==> config.mk <==
export PLATFORM = sky130hd
export DESIGN_NAME = sipo_frame_rx_flat
export DESIGN_NICKNAME = d
export VERILOG_FILES = /design/src/rtl/sipo_pkg.sv /design/src/rtl/sipo_frame_rx_if.sv /design/src/rtl/sipo_bit_counter.sv /design/src/rtl/sipo_frame_rx.sv /design/src/flat_wrapper.sv
export SDC_FILE = /design/constraint.sdc
export NUM_CORES = 1
export LEC_CHECK = 0
export ABC_CLOCK_PERIOD_IN_PS = 2860
export CAP_MARGIN = 20
export CELL_PAD_IN_SITES_DETAIL_PLACEMENT = 0
export CELL_PAD_IN_SITES_GLOBAL_PLACEMENT = 1
export CORE_AREA = 3 3 40 42
export DETAILED_ROUTE_END_ITERATION = 8
export DIE_AREA = 0 0 43 45
export DONT_BUFFER_PORTS = 1
export PLACE_DENSITY = 0.79
export SYNTH_ARGS = -nofsm -noshare
export SYNTH_HDL_FRONTEND = slang
export SYNTH_HIERARCHICAL = 1
export SYNTH_SLANG_ARGS = --single-unit
==> constraint.sdc <==
create_clock -name clk -period 2.86 [get_ports clk]
set_clock_uncertainty 0.15 [all_clocks]
set_input_delay 0.715 -clock clk [delete_from_list [all_inputs] [get_ports clk]]
set_output_delay 0.715 -clock clk [all_outputs]
set_load 0.005 [all_outputs]
==> src/rtl/sipo_pkg.sv <==
// Shared types and constants for the serial-in, parallel-out frame receiver.
package sipo_pkg;

    typedef enum logic [0:0] {
        IDLE  = 1'b0,
        SHIFT = 1'b1
    } rx_state_t;

    localparam int MAX_WIDTH = 32;

    // Bit counter must hold WIDTH-1 without wrapping.
    function automatic int cnt_width(input int w);
        return $clog2(w) + 1;
    endfunction

endpackage

==> src/rtl/sipo_frame_rx_if.sv <==
// Serial input and valid/ready parallel output bundle of the frame receiver.
interface sipo_frame_rx_if #(
    parameter int WIDTH = 4
) ();

    logic             sin;
    logic             sof;
    logic             pready;
    logic [WIDTH-1:0] pout;
    logic             pvalid;
    logic             busy;
    logic             overrun;

    modport master (
        output sin, sof, pready,
        input  pout, pvalid, busy, overrun
    );

    modport slave (
        input  sin, sof, pready,
        output pout, pvalid, busy, overrun
    );

endinterface

==> src/rtl/sipo_bit_counter.sv <==
// Load/increment/clear bit counter with a terminal flag at WIDTH-1.
module sipo_bit_counter
    import sipo_pkg::*;
#(
    parameter int WIDTH = 4
) (
    input  logic clk,
    input  logic reset,
    input  logic load_i,
    input  logic inc_i,
    input  logic clr_i,
    output logic term_o
);

    localparam int CW = cnt_width(WIDTH);

    logic [CW-1:0] cnt_q;
    logic [CW-1:0] cnt_d;

    // Next count: clear wins over load, load over increment.
    always_comb begin
        cnt_d = cnt_q;
        if (clr_i) begin
            cnt_d = {CW{1'b0}};
        end else if (load_i) begin
            cnt_d = CW'(1);
        end else if (inc_i) begin
            cnt_d = cnt_q + CW'(1);
        end else begin
            cnt_d = cnt_q;
        end
    end

    // Count register.
    always_ff @(posedge clk) begin
        if (reset) begin
            cnt_q <= {CW{1'b0}};
        end else begin
            cnt_q <= cnt_d;
        end
    end

    assign term_o = (cnt_q == CW'(WIDTH - 1));

endmodule

==> src/rtl/sipo_frame_rx.sv <==
// Rebuilds MSB-first serial frames into WIDTH-bit words on a one-entry
// valid/ready output with sticky overrun.
module sipo_frame_rx
    import sipo_pkg::*;
#(
    parameter int WIDTH = 4
) (
    input  logic                 clk,
    input  logic                 reset,
    sipo_frame_rx_if.slave       rx
);

    localparam logic [0:0] S_IDLE  = IDLE;
    localparam logic [0:0] S_SHIFT = SHIFT;

    logic [0:0]       state_q, state_d;
    logic [WIDTH-1:0] shreg_q, shreg_d;
    logic [WIDTH-1:0] pout_q, pout_d;
    logic             pvalid_q, pvalid_d;
    logic             overrun_q, overrun_d;

    logic [WIDTH-1:0] word_s;
    logic [WIDTH-1:0] first_s;
    logic             complete_s;
    logic             cnt_load_s;
    logic             cnt_inc_s;
    logic             cnt_clr_s;
    logic             cnt_term_s;

    sipo_bit_counter #(
        .WIDTH (WIDTH)
    ) u_bit_counter (
        .clk    (clk),
        .reset  (reset),
        .load_i (cnt_load_s),
        .inc_i  (cnt_inc_s),
        .clr_i  (cnt_clr_s),
        .term_o (cnt_term_s)
    );

    assign word_s  = {shreg_q[WIDTH-2:0], rx.sin};
    assign first_s = {{(WIDTH-1){1'b0}}, rx.sin};

    // Frame FSM: sof always (re)starts a frame, even on the completion edge.
    always_comb begin
        state_d    = state_q;
        shreg_d    = shreg_q;
        cnt_load_s = 1'b0;
        cnt_inc_s  = 1'b0;
        cnt_clr_s  = 1'b0;
        complete_s = 1'b0;
        case (state_q)
            S_IDLE: begin
                if (rx.sof) begin
                    shreg_d    = first_s;
                    cnt_load_s = 1'b1;
                    state_d    = S_SHIFT;
                end else begin
                    state_d = S_IDLE;
                end
            end
            S_SHIFT: begin
                if (rx.sof) begin
                    shreg_d    = first_s;
                    cnt_load_s = 1'b1;
                    state_d    = S_SHIFT;
                end else if (cnt_term_s) begin
                    shreg_d    = word_s;
                    cnt_clr_s  = 1'b1;
                    complete_s = 1'b1;
                    state_d    = S_IDLE;
                end else begin
                    shreg_d   = word_s;
                    cnt_inc_s = 1'b1;
                    state_d   = S_SHIFT;
                end
            end
            default: begin
                cnt_clr_s = 1'b1;
                state_d   = S_IDLE;
            end
        endcase
    end

    // Output slot: accept a new word if empty or drained on this same edge.
    always_comb begin
        pout_d    = pout_q;
        pvalid_d  = pvalid_q;
        overrun_d = overrun_q;
        if (complete_s) begin
            if (!pvalid_q || rx.pready) begin
                pout_d   = word_s;
                pvalid_d = 1'b1;
            end else begin
                overrun_d = 1'b1;
            end
        end else if (pvalid_q && rx.pready) begin
            pvalid_d = 1'b0;
        end else begin
            pvalid_d = pvalid_q;
        end
    end

    // State and datapath registers.
    always_ff @(posedge clk) begin
        if (reset) begin
            state_q   <= S_IDLE;
            shreg_q   <= {WIDTH{1'b0}};
            pout_q    <= {WIDTH{1'b0}};
            pvalid_q  <= 1'b0;
            overrun_q <= 1'b0;
        end else begin
            state_q   <= state_d;
            shreg_q   <= shreg_d;
            pout_q    <= pout_d;
            pvalid_q  <= pvalid_d;
            overrun_q <= overrun_d;
        end
    end

    assign rx.pout    = pout_q;
    assign rx.pvalid  = pvalid_q;
    assign rx.busy    = (state_q == S_SHIFT);
    assign rx.overrun = overrun_q;

endmodule

==> src/flat_wrapper.sv <==
// flat-port wrapper written by rule: the top's interface ports become plain ports
module sipo_frame_rx_flat import sipo_pkg::*;
#(
    parameter int WIDTH = 4
)
  (clk, reset, rx_sin, rx_sof, rx_pready, rx_pout, rx_pvalid, rx_busy, rx_overrun);
  sipo_frame_rx_if #(.WIDTH(WIDTH)) rx_i ();
  input  logic clk;
  input  logic reset;
  input wire logic [$bits(rx_i.sin)-1:0] rx_sin;
  input wire logic [$bits(rx_i.sof)-1:0] rx_sof;
  input wire logic [$bits(rx_i.pready)-1:0] rx_pready;
  output wire logic [$bits(rx_i.pout)-1:0] rx_pout;
  output wire logic [$bits(rx_i.pvalid)-1:0] rx_pvalid;
  output wire logic [$bits(rx_i.busy)-1:0] rx_busy;
  output wire logic [$bits(rx_i.overrun)-1:0] rx_overrun;
  assign rx_i.sin = rx_sin;
  assign rx_i.sof = rx_sof;
  assign rx_i.pready = rx_pready;
  assign rx_pout = rx_i.pout;
  assign rx_pvalid = rx_i.pvalid;
  assign rx_busy = rx_i.busy;
  assign rx_overrun = rx_i.overrun;
  sipo_frame_rx #(.WIDTH(WIDTH)) u_core (.clk(clk), .reset(reset), .rx(rx_i));
endmodule
Word level (Yosys, flattened, before mapping)
Cells that the tools add are included.
{"block": "totals", "register_bits": 13, "word_cells": 40}
{"block": "op_classes", "n_addsub": 1, "bitwise_logic": 2, "reduce_logical": 10, "mux": 17, "eq_ne": 3}
{"op": "$mux 1", "n": 13}
{"op": "$mux 3", "n": 2}
{"op": "$pmux 3 s2", "n": 1}
{"op": "$reduce_and 2->1", "n": 3}
{"op": "$ne 2x2->1 const B", "n": 2}
{"op": "$reduce_bool 2->1", "n": 2}
{"op": "$add 3x1->3 const B", "n": 1}
{"op": "$eq 3x2->1 const B", "n": 1}
{"op": "$reduce_or 3->1", "n": 1}
{"op": "$not 1->1", "n": 2}
{"op": "$pmux 1 s2", "n": 1}
{"op": "$reduce_or 2->1", "n": 1}
{"op": "$logic_and 1x1->1", "n": 1}
{"op": "$logic_not 1->1", "n": 1}
{"op": "$logic_or 1x1->1", "n": 1}

Depth between registers and ports, before layout
Gate-level depths: netlist of run 1.
{"block": "depth", "ltp_word": 6, "mapped_depth": 6}

By module
Netlist of run 1, hierarchy kept.
{"mod": "sipo_frame_rx", "seq_area_each_um2": 200.2, "area_per_inst_um2": 402.9, "n_inst": 1, "cells_per_inst": 44}
{"mod": "sipo_bit_counter", "seq_area_each_um2": 60.1, "area_per_inst_um2": 150.1, "n_inst": 1, "cells_per_inst": 14}

Worst setup path after synthesis of run 1
No wires, ideal clock.
{"block": "synth_path", "path_type": "reg-to-reg", "from": "register u_core.u_bit_counter.cnt_q[0]", "to": "register u_core.u_bit_counter.cnt_q[0]", "synth_period_minus_slack_ps": 1741, "required_ps": 2595, "arrival_ps": 1476, "stages_incl_launch_ff": 6, "slack_ps": 1119, "cell_sequence": "dfxtp_1 > ha_1 > ha_1 > nor3b_1 > xor2_1 > o21a_1"}
{"block": "synth_via", "elab_chain_len": 5, "word_cells_on_any_way": 12, "cone_classes": "add/sub: 1; eq/ne: 1; mux: 8; reduce/logical: 2"}
{"element": "from (decl)", "line": "sipo_bit_counter.sv:17", "source": "logic [CW-1:0] cnt_q;"}
{"element": "from (signal assigned)", "line": "sipo_bit_counter.sv:37", "source": "cnt_q <= {CW{1'b0}};"}
{"element": "from (signal assigned)", "line": "sipo_bit_counter.sv:39", "source": "cnt_q <= cnt_d;"}
{"element": "$eq 3x2->1", "line": "sipo_bit_counter.sv:43", "source": "assign term_o = (cnt_q == CW'(WIDTH - 1));"}
{"element": "via u_core.cnt_term_s", "line": "sipo_frame_rx.sv:28", "source": "logic cnt_term_s;"}
{"element": "$mux 1", "line": "sipo_frame_rx.sv:67", "source": "end else if (cnt_term_s) begin"}
{"element": "$mux 1", "line": "sipo_frame_rx.sv:63", "source": "if (rx.sof) begin"}
{"element": "$mux 1", "line": "sipo_frame_rx.sv:52", "source": "case (state_q)"}
{"element": "via u_core.cnt_inc_s", "line": "sipo_frame_rx.sv:26", "source": "logic cnt_inc_s;"}
{"element": "$reduce_bool 2->1 (no source line)"}
The timed path passes the listed nets, and every way through them passes these cells. The select of a mux whose other input is x is not followed.
A chain may end at the register's enable or synchronous reset.

Worst setup path in the final report of run 1
Same ends and word-level chain as after synthesis.

==> results of run 1 <==
[synth_stat cells, types with 2 or more instances]
cell	instances
o21ai_1	4
nand3b_1	4
mux2i_1	3
nor2_1	8
dfxtp_1	13
ha_1	2
nor3_1	2
inv_1	2
a21oi_1	7
[layout make-up]
class | count | area [µm²]
fillers | 135 | 703
multi-input cells | 39 | 263
flip-flops and latches | 13 | 260
clock buffers | 4 | 26.3
well taps | 15 | 18.8
inverters | 3 | 13.8
[logic make-up (layout without fill, tap and decap cells)]
family,count (synthesis),count (layout),synth area share (%)
AO/OA/AOI/OAI,14,14,14.5
XOR/XNOR,1,1,1.58
adder cells (fa/ha/maj),2,2,4.52
buffers and inverters,6,7,5.43
flip-flops,13,13,47.1
multiplexers,3,3,5.43
AND/OR/NAND/NOR,19,19,21.5
[layer usage]
layer | global-route usage, % | up-vias
met2 | 14.4 | 12
li1 | - | 201
met4 | 3.61 | 0
met1 | 12.5 | 176
met5 | 0 | -
met3 | 7.97 | 2
[layout by cell type (no fill, tap or decap)]
cell type / instances
o21ai_0: 1
nor2_1: 8
mux2i_1: 3
inv_1: 2
o21ai_1: 4
nand2_1: 1
dfxtp_1: 13
inv_4: 1
nor3b_1: 1
clkbuf_4: 3
nor2b_1: 1
ha_1: 2
clkbuf_1: 1
nor3_1: 2
or3_4: 1
a211oi_2: 1
o21a_1: 1
nand3b_4: 1
a21oi_1: 7
xor2_1: 1
nand3b_1: 4
[tightest hold or removal path: cells and delay by family (launching register included)]
family	cells	cell delay [ns]
simple gates	1	0.07
compound gates	1	0.06
flops	1	0.31
[through the flow]
step	utilization [%]	setup WS [ns]
after floorplan	-	1.12
after global placement	43.2	1.04
after detailed placement	43.2	1.01
after CTS	45.3	0.993
after global routing	45.3	0.856
final	45.3	0.986
[worst max-delay path by stage]
stage / start / end / slack, ns / cells after the start
6_report: u_core/u_bit_counter/cnt_q[0] / u_core/u_bit_counter/cnt_q[0] / 0.99 / 5
3_3_place_gp: u_core/u_bit_counter/cnt_q[0] / u_core/u_bit_counter/cnt_q[0] / 1.04 / 5
2_1_floorplan: u_core/u_bit_counter/cnt_q[0] / u_core/u_bit_counter/cnt_q[0] / 1.12 / 5
5_1_grt: u_core/u_bit_counter/cnt_q[0] / u_core/u_bit_counter/cnt_q[0] / 0.86 / 5
4_1_cts: u_core/u_bit_counter/cnt_q[0] / u_core/u_bit_counter/cnt_q[0] / 0.99 / 5
3_5_place_dp: u_core/u_bit_counter/cnt_q[0] / u_core/u_bit_counter/cnt_q[0] / 1.01 / 5
[sequential cells by signal, indices dropped and copies added (netlist names)]
name	cells
u_core/rx.pout	4
u_core/shreg_q	3
u_core/u_bit_counter/cnt_q	3
u_core/rx.busy	1
u_core/rx.overrun	1
u_core/rx.pvalid	1
[power by group through the flow]
stage	Sequential [mW]	Clock (mW)	Combinational, mW
final	0.190	0.109	0.0136
after global routing	0.191	0.123	0.0153
after CTS	0.190	0.115	0.0137
after detailed placement	0.194	0	0.0136
after global placement	0.194	0	0.0135
after floorplan	0.191	0	0.0173
==> impl_metrics.yaml, run 1 <==
global_routing:
  grt_pass1_wl_um: 1460
  antenna_found_initial: 0
  grt_pass1_vias: 313
  grt_max_degree: 13
  grt_overflow: 0
  grtUsageTotal_pct: 10.5
routing:
  via_per_inst: 5.28
  dr.first_iter.drc_count: 6
  wl_met3_um: 82
  drcViolationCount: 0
  wirelength_met1_um: 453
  wl_um: 912
  drtPass1Iterations: 3
  ant_nets: 0
  met2WireLength_um: 367
  dr_total_vias: 391
  wl_per_cell_um: 12.3
  top_layer_used: "met4"
synth:
  synth-edff-count: 0
  synth_ff_type: "dfxtp_1"
  yosys_warnings: 6
  ys_async_sr_fraction_pct: 0
  synth_cells: 58
  ys_types: 22
  synth-seq-cells: 13
  synth_top_area_share_pct: 47.1
  synth_nets: 65
  syn_area_per_cell_um2: 9.54
  ys_seq_area_share_pct: 47.1
  synthTopCellsByArea: "dfxtp_1, a21oi_1, mux2i_1"
  synth_top_area_cell: "dfxtp_1"
  synthesis.area_um2: 553
die:
  ios: 12
  start_util_pct: 43.0
  core_area_um2: 1280
  dieArea_um2: 1940
  row_count: 13
  fp.dieH_um: 45
  die-width_um: 43
setup_path:
  worstRegToRegCells: 5
  start_kind: "flop"
  end_kind: "flop"
  required_ns: 2.88
  crit_family: "simple AND/OR/NAND/NOR gates"
  rrSetupSlack_ns: 0.99
  crit_chain: "ha_1 > ha_1 > nor3b_1 > xor2_1 > o21a_1"
  cp_slowest_cell: "nor3b_1"
  r2r-end: "u_core/u_bit_counter/cnt_q[0]"
  worst_path_most_repeated_cell: "ha_1"
  timing.rr.start: "u_core/u_bit_counter/cnt_q[0]"
  arrival_ns: 1.89
  critical_path.max_stage_delay_ns: 0.55
  crit_fanout: 4
  critical_path_buf_inv_count: 0
  crit_type: "reg -> reg"
timing:
  rsz0062_at_grt: "no"
  setup_viol: 0
  max_freq_mhz: 534
  slew_violations: 0
  fin_setup_tns_ns: 0
  whs_ns: 0.329
  hold_violations: 0
  relSlewSlack_pct: 57.8
  period_share_pct: 65.5
  min_period_ns: 1.87
  worst_pin_slew_ns: 0.631
cts:
  clk_pin_slew_ns: 0.07
  htreeDepth: 1
  post_cts_buffers: 0
  max-clock-path-buffers: 2
  hold_buffers: 0
  cts_buffers: 3
  cts_tree: "built"
  insertion_delay_ns: 0.27
  post_cts_resized: 0
  clk_root_buffer_cell: "clkbuf_4"
  cts_sinks: 13
layout:
  final_nets: 67
  final_layout_size_suffix_gt1_share_pct: 11.9
  final_cell_area_um2: 582
  antenna_cells: 0
  fin_cells: 74
  area_growth_pct: 5.20
worst_hold_path:
  hold_class: "reg -> reg"
  min_from: "u_core/shreg_q[2]"
  hold_depth: 2
  min_to: "u_core/rx.pout[3]"
pwr:
  p_switching_mw: 0.0657
  p_comb_share_pct: 4.3
  internal_power_mw: 0.247
  powerDensity_nw_per_um2: 537
  pwr-share-seq_pct: 60.8
  finalPower_mw: 0.313
  clockPowerShare_pct: 34.8
  sw_frac_of_total_pct: 21.0
  p_leak_nw: 0.226
  ir_worst_vdd_uv: 346
run_status:
  status: "complete, no violations"
job:
  cap_violations: 0
place:
  portBuffers: 0
  dpl.hpwl_um: 623
  placement.cell_area_um2: 556
  gp_congestion: 0.675
  placedCellCount: 70
Power figures use the tool's default switching activity.
==> inputs of run 2 (changes only) <==
--- a/config.mk
+++ b/config.mk
@@ -5,15 +5,16 @@
 export SDC_FILE = /design/constraint.sdc
 export NUM_CORES = 1
 export LEC_CHECK = 0
-export ABC_CLOCK_PERIOD_IN_PS = 2860
+export ABC_AREA = 1
+export ABC_CLOCK_PERIOD_IN_PS = 1500
 export CAP_MARGIN = 20
 export CELL_PAD_IN_SITES_DETAIL_PLACEMENT = 0
 export CELL_PAD_IN_SITES_GLOBAL_PLACEMENT = 1
-export CORE_AREA = 3 3 40 42
+export CORE_MARGIN = 3
+export CORE_UTILIZATION = 37
 export DETAILED_ROUTE_END_ITERATION = 8
-export DIE_AREA = 0 0 43 45
 export DONT_BUFFER_PORTS = 1
-export PLACE_DENSITY = 0.79
+export PLACE_DENSITY = 0.78
 export SYNTH_ARGS = -nofsm -noshare
 export SYNTH_HDL_FRONTEND = slang
 export SYNTH_HIERARCHICAL = 1
==> constraint.sdc (replaced) <==
create_clock -name clk -period 1.5 [get_ports clk]
set_clock_uncertainty 0.15 [all_clocks]
set_input_delay 0.375 -clock clk [delete_from_list [all_inputs] [get_ports clk]]
set_output_delay 0.375 -clock clk [all_outputs]
set_load 0.005 [all_outputs]
==> run 2 against run 1 <==
First-iteration DRC count increased by 33%. Combinational power increased to 3.9 times the previous value. Via count increased by 29%. Sequential share of layout area decreased by 8.7 points. Clock power increased by 94%. Synthesized cell count increased by 34%. Fmax increased by 30%. Register-to-register slack got worse by 0.93 ns. Routed wire length increased by 29%. Cell count increased by 38%. Synthesized area increased by 7.2%. Setup slack got worse by 0.93 ns. Critical path type unchanged. Critical endpoint unchanged. Largest cell class unchanged.
==> impl_metrics.yaml, run 2 <==
cts:
  clk_root_buffer_cell: "clkbuf_4"
  cts_buffers: 3
  cts_sinks: 13
  max-clock-path-buffers: 2
  insertion_delay_ns: 0.28
  clk_pin_slew_ns: 0.08
  cts_tree: "built"
  htreeDepth: 1
synth:
  ys_types: 17
  ys_seq_area_share_pct: 43.9
  synth-seq-cells: 13
  yosys_warnings: 6
  synth_ff_type: "dfxtp_1"
  ys_async_sr_fraction_pct: 0
  yosys-top-cells-count: "dfxtp_1, inv_1, nand2_1"
  synth_nets: 85
  synthTopCellsByArea: "dfxtp_1, inv_1, nand2_1"
  syn_area_per_cell_um2: 7.60
  synth_top_area_cell: "dfxtp_1"
  synth-edff-count: 0
  synthesis.area_um2: 593
  synth_cells: 78
  synth_top_area_share_pct: 43.9
global_routing:
  grt_pass1_wl_um: 1690
  antenna_found_initial: 0
  grt_max_degree: 8
  grt_overflow: 0
  grtUsageTotal_pct: 11.7
  grt_pass1_vias: 411
timing:
  setup_ws_ns: 0.0599
  min_period_ns: 1.44
  hold_violations: 0
  relSlewSlack_pct: 85.4
  slew_violations: 0
  period_share_pct: 96.0
  rsz0062_at_grt: "yes"
  setup_viol: 0
  worst_pin_slew_ns: 0.219
  max_freq_mhz: 694
worst_hold_path:
  min_from: "reset"
  hold_depth: 1
  hold_class: "in -> reg"
layout:
  final_common_cell: "inv_1"
  antenna_cells: 0
  final_nets: 95
  largest_reg_flops: 4
  final_cell_mix: "inv_1, nand2_1, dfxtp_1"
  final_layout_size_suffix_gt1_share_pct: 28.7
  area_growth_pct: 23.0
die:
  row_count: 13
  ios: 12
  core_area_um2: 1400
  fp.dieH_um: 46.0
  die-width_um: 46.0
  dieArea_um2: 2120
  start_util_pct: 42.4
pwr:
  powerDensity_nw_per_um2: 860
  p_leak_nw: 0.317
  ir_worst_vdd_uv: 402
  finalPower_mw: 0.627
setup_path:
  crit_type: "reg -> reg"
  r2r-end: "u_core/u_bit_counter/cnt_q[0]"
  timing.rr.start: "u_core/u_bit_counter/cnt_q[1]"
  worstRegToRegCells: 8
  end_kind: "flop"
  start_kind: "flop"
  cp-startpoint: "u_core/u_bit_counter/cnt_q[1]"
  required_ns: 1.57
  worstSetupEndpoint: "u_core/u_bit_counter/cnt_q[0]"
  rrSetupSlack_ns: 0.06
  crit_fanout: 3
  arrival_ns: 1.51
routing:
  via_per_inst: 4.93
  wl_um: 1180
  ant_nets: 0
  drtPass1Iterations: 4
  dr_total_vias: 503
  dr.first_iter.drc_count: 8
  drcViolationCount: 0
  wl_per_cell_um: 11.5
place:
  dpl.hpwl_um: 868
  portBuffers: 0
  place_ws_ns: 0.0253
  gp_congestion: 0.824
run_status:
  status: "complete, no violations"
job:
  cap_violations: 0
==> run 2: cell count changes after synthesis, moves of 4 or more <==
| cell | delta |
|---|---|
| nand2_1 | +11 |
| inv_1 | +11 |
| o21ai_1 | -4 |
| nand4_1 | +4 |
| inv_2 | +4 |
| nand3b_1 | -4 |
==> run 2: power by group <==
group          switching [mW]  total (mW)  internal [mW]
clock network           0.109       0.212          0.103
registers             0.00766       0.362          0.354
logic                  0.0295      0.0528         0.0233
==> run 2: cells by family after synthesis <==
group | synth area share [%]
buffers and inverters | 12.7
DFF | 43.9
adders and majority gates | 4.22
AOI/OAI and AO/OA | 9.07
and+or+nand+nor | 30.2
==> run 2: final cells by class <==
type / instances / area, µm²
multi-input combinational: 47 / 294
timing repair buffer: 6 / 63.8
sequential: 13 / 263
clock buffer: 4 / 26.3
inverter: 17 / 63.8
fill: 139 / 669
tap: 15 / 18.8
==> run 2: routing by layer <==
layer  wire (µm)  GRT usage, %  vias up  part of all wire [%]
met1         556          14.6      224                    47
met5           0             0        -                     0
met4          21          6.82        0                   1.8
li1            -             -      260                     -
met2         518          15.7       14                    44
met3          81          6.32        5                   6.9
==> run 2: how the worst min path moves through the flow <==
stage	endpoint	slack (ns)
floorplan	u_core/shreg_q[2]	0.28
global placement	u_core/rx.pvalid	0.30
detailed placement	u_core/rx.pvalid	0.30
CTS	u_core/rx.pvalid	0.006
global route	u_core/rx.busy	0.001
finish	u_core/rx.busy	0.02
==> run 2: worst max-delay path, cell delays in order (launching register included) <==
cell and delay [ns]:
dfxtp_2 0.34, ha_4 0.16, ha_4 0.16, nor3_2 0.21, buf_4 0.16, nand2_1 0.05, nand3_1 0.07, nand2_1 0.05
inv_1 0.04
==> run 2: metrics by stage <==
step	instances	TNS (ns)	util, %	hold slack, ns	area, µm²
3_3_place_gp	97	0	46.9	0.296	656
3_5_place_dp	97	0	46.9	0.297	656
4_1_cts	101	0	48.7	0.00562	682
5_1_grt	102	-0.0899	52.1	0.00141	729
2_1_floorplan	78	0	-	0.279	598
6_report	102	0	52.1	0.0178	729
==> run 2: timing repair <==
action | CTS | global route
setup endpoints to repair | 0 | 7
gates resized for setup | 0 | 9
hold buffers | 0 | 1
buffers inserted | 0 | 0
endpoints found under the hold margin | 0 | 2
==> inputs of run 3 (changes only) <==
--- a/config.mk
+++ b/config.mk
@@ -6,15 +6,16 @@
 export NUM_CORES = 1
 export LEC_CHECK = 0
 export ABC_AREA = 1
-export ABC_CLOCK_PERIOD_IN_PS = 1500
+export ABC_CLOCK_PERIOD_IN_PS = 1800
 export CAP_MARGIN = 20
 export CELL_PAD_IN_SITES_DETAIL_PLACEMENT = 0
 export CELL_PAD_IN_SITES_GLOBAL_PLACEMENT = 1
 export CORE_MARGIN = 3
-export CORE_UTILIZATION = 37
+export CORE_UTILIZATION = 44
+export CTS_BUF_LIST = sky130_fd_sc_hd__clkbuf_16
 export DETAILED_ROUTE_END_ITERATION = 8
 export DONT_BUFFER_PORTS = 1
-export PLACE_DENSITY = 0.78
+export PLACE_DENSITY = 0.85
 export SYNTH_ARGS = -nofsm -noshare
 export SYNTH_HDL_FRONTEND = slang
 export SYNTH_HIERARCHICAL = 1
==> constraint.sdc (replaced) <==
create_clock -name clk -period 1.8 [get_ports clk]
set_clock_uncertainty 0.15 [all_clocks]
set_input_delay 0.45 -clock clk [delete_from_list [all_inputs] [get_ports clk]]
set_output_delay 0.45 -clock clk [all_outputs]
set_load 0.005 [all_outputs]
==> run 3 against run 2 <==
Global-route usage up 1.4 points. Design area down 5.0%. Largest cell class is now registers. Critical path depth up 1. Clock-buffer cell count down 1. First-iteration DRC count down 88%. Via count down 5.0%. Fmax down 8.4%. Routed wire length down 16%. Combinational power down 28%. Critical endpoint unchanged. Sequential cell count unchanged. Sequential share of layout area up 1.5 points. Register-to-register slack better by 0.17 ns.
==> impl_metrics.yaml, run 3 (same netlist as run 2, synthesis figures left out) <==
routing:
  wl_met3_um: 70
  wirelength_met1_um: 481
  dr.first_iter.drc_count: 1
  wl_um: 992
  drcViolationCount: 0
  dr_total_vias: 478
  wl_per_cell_um: 10.2
  ant_nets: 0
  met2WireLength_um: 420
  drtPass1Iterations: 4
  via_per_inst: 4.93
  top_layer_used: "met4"
place:
  portBuffers: 0
  dpl.hpwl_um: 741
  place_ws_ns: 0.219
  gp_congestion: 0.707
setup_path:
  worstSetupEndpoint: "u_core/u_bit_counter/cnt_q[0]"
  start_kind: "flop"
  critical_path.max_stage_delay_ns: 0.31
  crit_type: "reg -> reg"
  r2r-end: "u_core/u_bit_counter/cnt_q[0]"
  worstRegToRegCells: 9
  crit_chain: "ha_1 > ha_1 > nor3_1 > buf_4 > inv_2 > nand2_1 > nand3_1 > nand2_1 > inv_1"
  end_kind: "flop"
  timing.rr.start: "u_core/u_bit_counter/cnt_q[0]"
  cp_slowest_cell: "dfxtp_1"
  crit_fanout: 4
  arrival_ns: 1.56
  required_ns: 1.79
  rrSetupSlack_ns: 0.23
  cp-startpoint: "u_core/u_bit_counter/cnt_q[0]"
cts:
  max-clock-path-buffers: 2
  hold_buffers: 0
  htreeDepth: 1
  clk_root_buffer_cell: "clkbuf_16"
  cts_sinks: 13
  post_cts_buffers: 0
  insertion_delay_ns: 0.24
  cts_buffers: 3
  cts_tree: "built"
  clk_pin_slew_ns: 0.04
  post_cts_resized: 0
timing:
  worst_pin_slew_ns: 0.197
  setup_ws_ns: 0.229
  rsz0062_at_grt: "no"
  max_freq_mhz: 636
  slew_violations: 0
  period_share_pct: 87.3
  whs_ns: 0.125
  hold_violations: 0
  relSlewSlack_pct: 86.7
  min_period_ns: 1.57
  setup_viol: 0
  fin_setup_tns_ns: 0
layout:
  final_cell_mix: "inv_1, dfxtp_1, nand2_1"
  num-fill-cells: 114
  final_common_cell: "inv_1"
  antenna_cells: 0
  final_layout_size_suffix_gt1_share_pct: 18.1
  final_nets: 91
  largest_reg_flops: 4
  area_growth_pct: 16.9
pwr:
  p_switching_mw: 0.143
  finalPower_mw: 0.746
  powerDensity_nw_per_um2: 1080
  ir_worst_vdd_uv: 911
  clockPowerShare_pct: 54.7
  pwr-share-seq_pct: 40.2
  p_comb_share_pct: 5.1
  p_leak_nw: 0.315
  internal_power_mw: 0.603
  sw_frac_of_total_pct: 19.1
global_routing:
  grt_pass1_vias: 437
  grt_overflow: 0
  grt_pass1_wl_um: 1770
  antenna_found_initial: 0
  grt_max_degree: 10
  grtUsageTotal_pct: 13.1
die:
  start_util_pct: 50.0
  core_area_um2: 1190
  fp.dieH_um: 42.7
  ios: 12
  row_count: 12
  die-width_um: 42.7
  dieArea_um2: 1820
job:
  cap_violations: 0
worst_hold_path:
  hold_class: "in -> reg"
run_status:
  status: "complete, no violations"
==> run 3: cell count changes in the layout (fill, tap and decap cells not counted), moves of 2 or more <==
| cell | previous run | this run |
|---|---|---|
| ha_4 | 2 | 0 |
| dfxtp_2 | 2 | 0 |
| ha_1 | 0 | 2 |
| clkbuf_4 | 3 | 0 |
| dfxtp_1 | 11 | 13 |
| clkbuf_16 | 0 | 3 |
==> run 3: stage by stage <==
stage          area, µm²  cells  utilization [%]
5_1_grt              693     97             58.4
3_3_place_gp         614     93             51.8
3_5_place_dp         614     93             51.8
2_1_floorplan        593     78                -
6_report             693     97             58.4
4_1_cts              693     97             58.4
==> run 3: layer usage <==
metal | vias up | global-route usage, %
met5 | - | 0
met4 | 0 | 5.59
met3 | 2 | 6.78
met2 | 13 | 18.9
li1 | 252 | -
met1 | 211 | 16.1
==> run 3: how the worst min path moves through the flow <==
stage	start	to	slack, ns	cells past startpoint
global placement	u_core/shreg_q[2]	u_core/shreg_q[2]	0.30	2
CTS	reset	u_core/rx.pvalid	0.12	1
finish	reset	u_core/rx.pvalid	0.13	1
floorplan	u_core/shreg_q[2]	u_core/shreg_q[2]	0.28	2
detailed placement	u_core/shreg_q[2]	u_core/shreg_q[2]	0.30	2
global route	reset	u_core/rx.overrun	0.12	1
==> run 3: critical path: cells and delay by family (launching register included) <==
family        cells  cell delay [ns]
fa+ha+maj         2             0.43
buf+inv           3             0.22
flops             1             0.31
simple gates      4             0.36
==> run 3: power groups by stage <==
stage	clock (mW)	combinational, mW	sequential (mW)
final	0.408	0.0381	0.300
after global routing	0.433	0.0447	0.300
after CTS	0.424	0.0385	0.300
after detailed placement	0	0.0381	0.305
after global placement	0	0.0384	0.305
after floorplan	0	0.0314	0.305
==> run 3: final cells by class <==
class                   instances  area, µm²  share of cell area [%]
multi-input cells              47        258                    37.2
clock inverters                 1       3.75                   0.542
repair buffers                  2       15.0                    2.17
clock buffers                   3       75.1                    10.8
inverters                      17       63.8                    9.21
flip-flops and latches         13        260                    37.5
well taps                      14       17.5                    2.53
